File: src/rtl/stream_demux8_pkg.sv
// Shared constants and helpers for the 1-to-8 stream demultiplexer.
package stream_demux8_pkg;

  localparam int NCH   = 8;
  localparam int SEL_W = 3;

  // Bit offset of channel k inside a flattened NCH*w payload bus.
  function automatic int chan_slice(input int k, input int w);
    return k * w;
  endfunction

endpackage

File: src/rtl/demux_slot.sv
// One-entry register slice: holds a single beat for one output channel.
// A drain and a load in the same cycle reload the slot, so a ready
// consumer sees one beat per cycle.
module demux_slot #(
  parameter int DATA_W = 8
) (
  input  logic              clk,
  input  logic              rst_n,
  input  logic              load,
  input  logic [DATA_W-1:0] data_in,
  output logic              valid_out,
  input  logic              ready_in,
  output logic [DATA_W-1:0] data_out,
  output logic              can_load
);

  logic              full_q, full_d;
  logic [DATA_W-1:0] data_q, data_d;

  // Slot occupancy and payload next-state; data only changes on a load.
  always_comb begin
    full_d = full_q;
    data_d = data_q;
    if (load) begin
      full_d = 1'b1;
      data_d = data_in;
    end else if (full_q && ready_in) begin
      full_d = 1'b0;
    end
  end

  // State register; payload clears on reset so outputs start at zero.
  always_ff @(posedge clk or negedge rst_n) begin
    if (!rst_n) begin
      full_q <= 1'b0;
      data_q <= '0;
    end else begin
      full_q <= full_d;
      data_q <= data_d;
    end
  end

  assign valid_out = full_q;
  assign data_out  = data_q;
  assign can_load  = !full_q || ready_in;

endmodule

File: src/rtl/stream_demux8.sv
// Registered 1-to-8 stream demultiplexer. Each channel owns a one-entry
// slot so a stalled consumer only blocks beats addressed to it.
// Optional broadcast input enabled by defining STREAM_DEMUX8_BCAST_EN.
module stream_demux8
  import stream_demux8_pkg::*;
#(
  parameter int DATA_W = 8
) (
  input  logic                  clk,
  input  logic                  rst_n,
  input  logic [DATA_W-1:0]     in_data,
  input  logic [SEL_W-1:0]      in_sel,
  input  logic                  in_valid,
  output logic                  in_ready,
  output logic [NCH*DATA_W-1:0] out_data,
  output logic [NCH-1:0]        out_valid,
`ifdef STREAM_DEMUX8_BCAST_EN
  input  logic [NCH-1:0]        out_ready,
  input  logic                  in_bcast
`else
  input  logic [NCH-1:0]        out_ready
`endif
);

  logic [NCH-1:0] can_load;
  logic [NCH-1:0] load;
  logic           bcast;
  logic           accept;

`ifdef STREAM_DEMUX8_BCAST_EN
  assign bcast = in_bcast;
`else
  assign bcast = 1'b0;
`endif

  // Ready looks only at the addressed slot, or at every slot for a broadcast
  // so that a broadcast is never partially delivered.
  always_comb begin
    in_ready = can_load[in_sel];
    if (bcast) begin
      in_ready = &can_load;
    end
  end

  assign accept = in_valid && in_ready;

  // Select decode: one-hot load for unicast, all slots for broadcast.
  always_comb begin
    load = '0;
    if (accept) begin
      if (bcast) begin
        load = '1;
      end else begin
        load[in_sel] = 1'b1;
      end
    end
  end

  for (genvar k = 0; k < NCH; k++) begin : g_slot
    demux_slot #(
      .DATA_W (DATA_W)
    ) u_slot (
      .clk       (clk),
      .rst_n     (rst_n),
      .load      (load[k]),
      .data_in   (in_data),
      .valid_out (out_valid[k]),
      .ready_in  (out_ready[k]),
      .data_out  (out_data[chan_slice(k, DATA_W) +: DATA_W]),
      .can_load  (can_load[k])
    );
  end

endmodule

File: config.mk
export PLATFORM = sky130hd
export DESIGN_NAME = stream_demux8
export DESIGN_NICKNAME = d
export VERILOG_FILES = /design/src/rtl/stream_demux8_pkg.sv /design/src/rtl/demux_slot.sv /design/src/rtl/stream_demux8.sv
export SDC_FILE = /design/constraint.sdc
export NUM_CORES = 1
export LEC_CHECK = 0
export CORE_UTILIZATION = 49
export CTS_CLUSTER_SIZE = 28
export DETAILED_ROUTE_END_ITERATION = 12
export PLACE_DENSITY = 0.85
export SYNTH_ARGS = -nofsm -noshare
export SYNTH_HDL_FRONTEND = slang
export SYNTH_SLANG_ARGS = --single-unit
File: constraint.sdc
create_clock -name clk -period 2.2 [get_ports clk]
set_input_delay 0.44 -clock clk [delete_from_list [all_inputs] [get_ports clk]]
set_output_delay 0.44 -clock clk [all_outputs]
set_load 0.02 [all_outputs]
==> flow_summary_export.csv, run 1 <==
group,metric,value,unit
sta,finalHoldViolations,0,
grt,grt_remaining_overflow,0,
status,status,"complete, no violations",
worst_setup_path,crit_path_start_kind,"input port",
cells_and_area,antenna_cells_inserted,0,
yosys,synth.avg_cell_area,16.2,µm²
drt,drc,0,
clock_tree,worst_skew_pair.late_latency,0.33,ns
clock_tree,cts_inserted_buffers,9,
die,ios,95,
worst_setup_path,crit_type,"input port to primary output",
clock_tree,cts-hold-fix-buffers,0,
die,die-width,78.8,µm
power_and_ir_drop,ratio_of_total_power_to_cell_area,970,nW/µm²
worst_setup_path,r2r_start,"g_slot[3].u_slot.valid_out",
cells_and_area,final_design_area_no_fill,4360,µm²
power_and_ir_drop,ir_drop,0.563,mV
clock_tree,cts.reportedPaths.clkPinSlew,0.07,ns
worst_setup_path,timing.critical_path.arrival,1.69,ns
sta,tightestPinTransition,0.368,ns
yosys,ys_warn_count,0,
worst_setup_path,worst_path_max_delay_cell,"sky130_fd_sc_hd__mux4_2",
sta,final.hold.worst_slack,0.111,ns
power_and_ir_drop,p_leak,1.94,nW
drt,iteration_0_drc_markers,47,
placed_design,gp_congestion,0.774,
placed_design,hpwl,4590,µm
drt,routed-via-count,1932,
drt,route.antenna.remaining_nets,0,
die,die_height,78.8,µm
drt,vias_per_cell,5.08,
placed_design,placement.cell_area,4060,µm²
clock_tree,clockBufferDepth,2,
yosys,post_synth_inst_count,178,
die,core,5610,µm²
worst_setup_path,critPathCaptureType,"primary output",
worst_setup_path,reg2reg_setup_slack,0.63,ns
yosys,postSynth.asyncResetShare,100,%
sta,slew_limit_fails,0,
cells_and_area,area_growth,51.1,%
sta,period_share,96.6,%
sta,maxClockFrequency,470,MHz
yosys,post_synth_edffs,0,
sta,final_period_minus_worst_setup_slack,2.13,ns
cells_and_area,finish.utilization,77.8,%
yosys,synth_seq_area_share,62.4,%
worst_setup_path,crit_path_cell_trace,"dlygate4sd2_1 > nand2b_4 > mux4_2 > mux2_4 > buf_6",
drt,routed_wire_length_per_instance,17.3,µm
worst_setup_path,crit_required,1.76,ns
die,effective_utilization_at_floorplan,51.5,%
yosys,synth_ff_type,"sky130_fd_sc_hd__dfrtp_1",
die,number_of_placement_rows,27,
grt,grt_start_max_net_pins,73,
sta,final.setup_skew,0.00502,ns
sta,unrepaired_setup_endpoints_after_global_routing,"no",
yosys,synth_seq_cells,72,
yosys,syn_area,2890,µm²
drt,routed_wl,6560,µm
cells_and_area,drive_gt1_share,40.6,%
yosys,synth.net_count,200,
grt,grt_first_pass_wirelength,10400,µm
clock_tree,tritoncts_num_sinks,72,
worst_hold_path,hold_class,"input port to asynchronous set/reset pin",
worst_setup_path,worst_reg_to_reg_cells,6,
cells_and_area,mostFrequentLayoutCell,"sky130_fd_sc_hd__clkdlybuf4s50_1",
worst_setup_path,worstReg2RegEnd,"g_slot[3].u_slot.data_out[2]",
clock_tree,clockRootBuffer,"sky130_fd_sc_hd__clkbuf_8",
clock_tree,tritoncts_clock_tree,"done",
worst_setup_path,timing.critical_path.fanout_max,2,
cells_and_area,final_cell_mix,"83 x sky130_fd_sc_hd__clkdlybuf4s50_1, 72 x sky130_fd_sc_hd__dfrtp_1, 60 x sky130_fd_sc_hd__mux2_2, 26 x sky130_fd_sc_hd__buf_4, 10 x sky130_fd_sc_hd__clkbuf_8",
grt,first_global_vias,2038,
cells_and_area,nets,325,
drt,drt-pass1-iter-count,4,
sta,worst_slew_margin_rel,75.4,%
sta,finalSetupViolations,0,
clock_tree,htreeDepth,3,
die,floorplan.die_area,6210,µm²
placed_design,place.port_buffers,94,
job,drv.max_cap_violation_count,0,
grt,number_of_antenna_violations_at_the_first_check_in_global_routing,0,
yosys,unique_masters_post_synth,16,
grt,grt_usage,22.9,%
worst_setup_path,max_stage_delay,0.46,ns
[state kept, by name (all words and copies together), names as in the netlist]
name and count:
g_slot.u_slot.data_out 64, g_slot.u_slot.valid_out 8
[power by group]
group / leakage (nW) / internal (mW) / total [mW] / switching, mW
Sequential: 0.876 / 1.60 / 1.74 / 0.144
Combinational: 0.946 / 0.723 / 1.34 / 0.618
Clock: 0.114 / 0.670 / 1.15 / 0.482
Total: 1.94 / 2.99 / 4.23 / 1.24
[stage by stage]
| stage | std cells | power, mW | setup TNS (ns) | setup slack (ns) |
|---|---|---|---|---|
| floorplan | 178 | 2.38 | 0 | 0.370 |
| global placement | 360 | 3.07 | -0.545 | -0.545 |
| detailed placement | 360 | 3.11 | -0.552 | -0.552 |
| CTS | 380 | 4.28 | 0 | 0.0752 |
| global route | 380 | 4.41 | 0 | 0.0288 |
| finish | 380 | 4.23 | 0 | 0.0746 |
[what timing repair did]
item,4_1_cts,5_1_grt
setup endpoints to repair,1,0
setup buffers,4,0
gates resized for setup,24,0
[synth_stat cells, types with 2 or more instances]
| cell type | instances | area [µm²] |
|---|---|---|
| sky130_fd_sc_hd__nand2_2 | 2 | 12.5 |
| sky130_fd_sc_hd__nand2b_1 | 11 | 68.8 |
| sky130_fd_sc_hd__mux2_2 | 61 | 687 |
| sky130_fd_sc_hd__nor3b_4 | 4 | 75.1 |
| sky130_fd_sc_hd__buf_4 | 8 | 60.1 |
| sky130_fd_sc_hd__o21ai_0 | 4 | 20.0 |
| sky130_fd_sc_hd__mux2_1 | 4 | 45.0 |
| sky130_fd_sc_hd__dfrtp_1 | 72 | 1800 |
| sky130_fd_sc_hd__mux4_2 | 2 | 45.0 |
| sky130_fd_sc_hd__nand2_1 | 4 | 15.0 |
[final cells by class]
type                            instances  area [µm²]
Clock buffer                           11         141
Timing Repair Buffer                  122        1160
Multi-Input combinational cell         98        1090
Clock inverter                          5        78.8
Sequential cell                        72        1800
Tap cell                               72        90.1
Fill cell                             370        1240
[per-layer routing]
metal / GRT usage, % / wire length [µm]
met1: 29.1 / 2790
met2: 36.8 / 3180
met3: 5.17 / 464
met4: 11.5 / 123
met5: 0 / 0
[cells by family (layout without fill, tap and decap cells)]
family                 count (synthesis)  count (layout)  share of synthesized area (%)
flip-flops                            72              72                           62.4
multiplexers                          67              67                           26.9
AND/OR/NAND/NOR                       27              27                           7.97
buffers and inverters                  8             138                           2.08
AO/OA/AOI/OAI                          4               4                          0.693
[worst max-delay path, delay by kind of cell]
family	cells	cell delay, ns
buffers and inverters	2	0.36
and+or+nand+nor	1	0.13
muxes	2	0.74
[how the worst max path moves through the flow]
stage,from,to,depth (start not counted)
3_3_place_gp,in_sel[0],in_ready,4
3_5_place_dp,in_sel[0],in_ready,4
6_report,out_ready[5],in_ready,5
2_1_floorplan,out_ready[1],in_ready,3
4_1_cts,in_sel[2],in_ready,4
5_1_grt,in_sel[2],in_ready,4
Power figures use the tool's default switching activity.
==> run 2: changes to the inputs <==
--- a/config.mk
+++ b/config.mk
@@ -5,10 +5,11 @@
 export SDC_FILE = /design/constraint.sdc
 export NUM_CORES = 1
 export LEC_CHECK = 0
-export CORE_UTILIZATION = 49
+export CORE_UTILIZATION = 51
+export CTS_BUF_LIST = sky130_fd_sc_hd__clkbuf_8
 export CTS_CLUSTER_SIZE = 28
 export DETAILED_ROUTE_END_ITERATION = 12
-export PLACE_DENSITY = 0.85
+export PLACE_DENSITY = 0.95
 export SYNTH_ARGS = -nofsm -noshare
 export SYNTH_HDL_FRONTEND = slang
 export SYNTH_SLANG_ARGS = --single-unit
==> flow_summary_export.csv, run 2 (same netlist as run 1, synthesis figures left out) <==
group,metric,value,unit
status,status,"complete, no violations",
die,die-width,77.3,µm
grt,grt_usage,27.1,%
die,number_of_placement_rows,27,
placed_design,hpwl,5110,µm
drt,iteration_0_drc_markers,84,
die,ios,95,
worst_setup_path,crit_type,"input port to primary output",
clock_tree,cts.reportedPaths.clkPinSlew,0.07,ns
clock_tree,cts_inserted_buffers,9,
drt,drc,0,
sta,maxClockFrequency,456,MHz
drt,routed_wire_length_per_instance,19.5,µm
placed_design,gp_congestion,0.778,
grt,number_of_antenna_violations_at_the_first_check_in_global_routing,0,
cells_and_area,antenna_cells_inserted,0,
drt,routed_wl,7420,µm
sta,period_share,99.7,%
die,floorplan.die_area,5970,µm²
sta,setup_slack,0.00580,ns
die,die_height,77.3,µm
clock_tree,htreeDepth,3,
sta,final_period_minus_worst_setup_slack,2.19,ns
grt,grt_start_max_net_pins,26,
worst_setup_path,crit_path_start_kind,"input port",
clock_tree,clockRootBuffer,"sky130_fd_sc_hd__clkbuf_8",
sta,worst_slew_margin_rel,60.9,%
drt,routed-via-count,2025,
die,core,5470,µm²
drt,drt-pass1-iter-count,4,
placed_design,placed_cells_incl_taps,361,
cells_and_area,final_design_area_no_fill,4360,µm²
clock_tree,clockBufferDepth,2,
cells_and_area,finish.utilization,79.7,%
cells_and_area,final_cell_mix,"82 x sky130_fd_sc_hd__clkdlybuf4s50_1, 72 x sky130_fd_sc_hd__dfrtp_1, 60 x sky130_fd_sc_hd__mux2_2, 29 x sky130_fd_sc_hd__buf_4, 9 x sky130_fd_sc_hd__clkbuf_8",
sta,fin_tns_setup,0,ns
clock_tree,worst_skew_pair.late_latency,0.33,ns
worst_setup_path,timing.critical_path.fanout_max,2,
cells_and_area,drive_gt1_share,41.1,%
cells_and_area,nets,327,
drt,route.antenna.remaining_nets,0,
cells_and_area,mostFrequentLayoutCell,"sky130_fd_sc_hd__clkdlybuf4s50_1",
clock_tree,tritoncts_num_sinks,72,
sta,tightestPinTransition,0.586,ns
cells_and_area,largest_register_ff_count,64,
power_and_ir_drop,ir_drop,0.726,mV
sta,final.setup_skew,0.00785,ns
sta,final.hold.worst_slack,0.107,ns
cells_and_area,final-instance-count-excl-fill,381,
power_and_ir_drop,design_power_total,4.21,mW
worst_setup_path,timing.critical_path.arrival,1.75,ns
drt,vias_per_cell,5.31,
placed_design,place_ws,-0.585,ns
cells_and_area,area_growth,50.9,%
job,drv.max_cap_violation_count,0,
sta,slew_limit_fails,0,
grt,first_global_vias,2150,
placed_design,place.port_buffers,94,
worst_setup_path,crit_required,1.76,ns
cells_and_area,filler_cell_count,336,
placed_design,placement.cell_area,4060,µm²
worst_hold_path,hold_class,"input port to asynchronous set/reset pin",
grt,grt_remaining_overflow,0,
sta,finalHoldViolations,0,
sta,finalSetupViolations,0,
clock_tree,tritoncts_clock_tree,"done",
die,effective_utilization_at_floorplan,52.8,%
grt,grt_first_pass_wirelength,11800,µm
worst_setup_path,critPathCaptureType,"primary output",
power_and_ir_drop,p_leak,1.94,nW
power_and_ir_drop,ratio_of_total_power_to_cell_area,967,nW/µm²
run 2: cell types whose count changed in the layout (fill, tap and decap cells not counted):
| cell | delta |
|---|---|
| sky130_fd_sc_hd__clkbuf_1 | -1 |
| sky130_fd_sc_hd__buf_4 | +3 |
| sky130_fd_sc_hd__clkbuf_8 | -1 |
| sky130_fd_sc_hd__buf_12 | -1 |
| sky130_fd_sc_hd__clkdlybuf4s50_1 | -1 |
| sky130_fd_sc_hd__clkdlybuf4s15_1 | +1 |
| sky130_fd_sc_hd__inv_6 | -1 |
| sky130_fd_sc_hd__dlymetal6s2s_1 | +1 |
| sky130_fd_sc_hd__dlygate4sd2_1 | -1 |
| sky130_fd_sc_hd__clkinvlp_4 | +2 |
run 2: path summary, 6_finish.rpt:
path                                         startpoint                      endpoint  slack [ns]  cells past startpoint
hold reg to reg            g_slot[3].u_slot.data_out[6]  g_slot[3].u_slot.data_out[6]        0.50                      1
hold / removal                                    rst_n  g_slot[0].u_slot.data_out[5]        0.11                      1
setup reg to reg             g_slot[6].u_slot.valid_out  g_slot[6].u_slot.data_out[3]        0.61                      6
setup / recovery                           out_ready[5]                      in_ready       0.006                      5
max in group asynchronous                         rst_n  g_slot[7].u_slot.data_out[1]        1.46                      2
min in group clk           g_slot[3].u_slot.data_out[6]  g_slot[3].u_slot.data_out[6]        0.50                      1
run 2: per-layer routing:
metal | up-vias | global-route usage (%) | wire [µm]
met5 | - | 0 | 0
met4 | 0 | 9.81 | 160
met3 | 16 | 7.74 | 427
met2 | 71 | 47.1 | 3970
met1 | 1052 | 31.9 | 2870
li1 | 886 | - | -
run 2: cell type report:
class                   count  area [µm²]  share of cell area, %
clock buffers               9         124                   2.84
flip-flops and latches     72        1800                   41.3
multi-input cells          98        1090                   25.0
well taps                  72        90.1                   2.07
clock inverters             6        85.1                   1.95
repair buffers            124        1170                   26.8
run 2: power by group:
| group | switching, mW | internal (mW) |
|---|---|---|
| clock | 0.471 | 0.628 |
| sequential | 0.155 | 1.60 |
| combinational | 0.637 | 0.725 |
| total | 1.26 | 2.95 |
run 2: critical path: stages:
cell	delay (ns)
sky130_fd_sc_hd__dlygate4sd2_1	0.24
sky130_fd_sc_hd__nand2b_4	0.14
sky130_fd_sc_hd__mux4_2	0.50
sky130_fd_sc_hd__mux2_4	0.29
sky130_fd_sc_hd__buf_6	0.13
run 2: what timing repair did:
item | 4_1_cts | 5_1_grt
buffers inserted | 3 | 2
gates resized for setup | 24 | 2
hold buffers | 0 | 0
endpoints found under the setup margin | 1 | 1
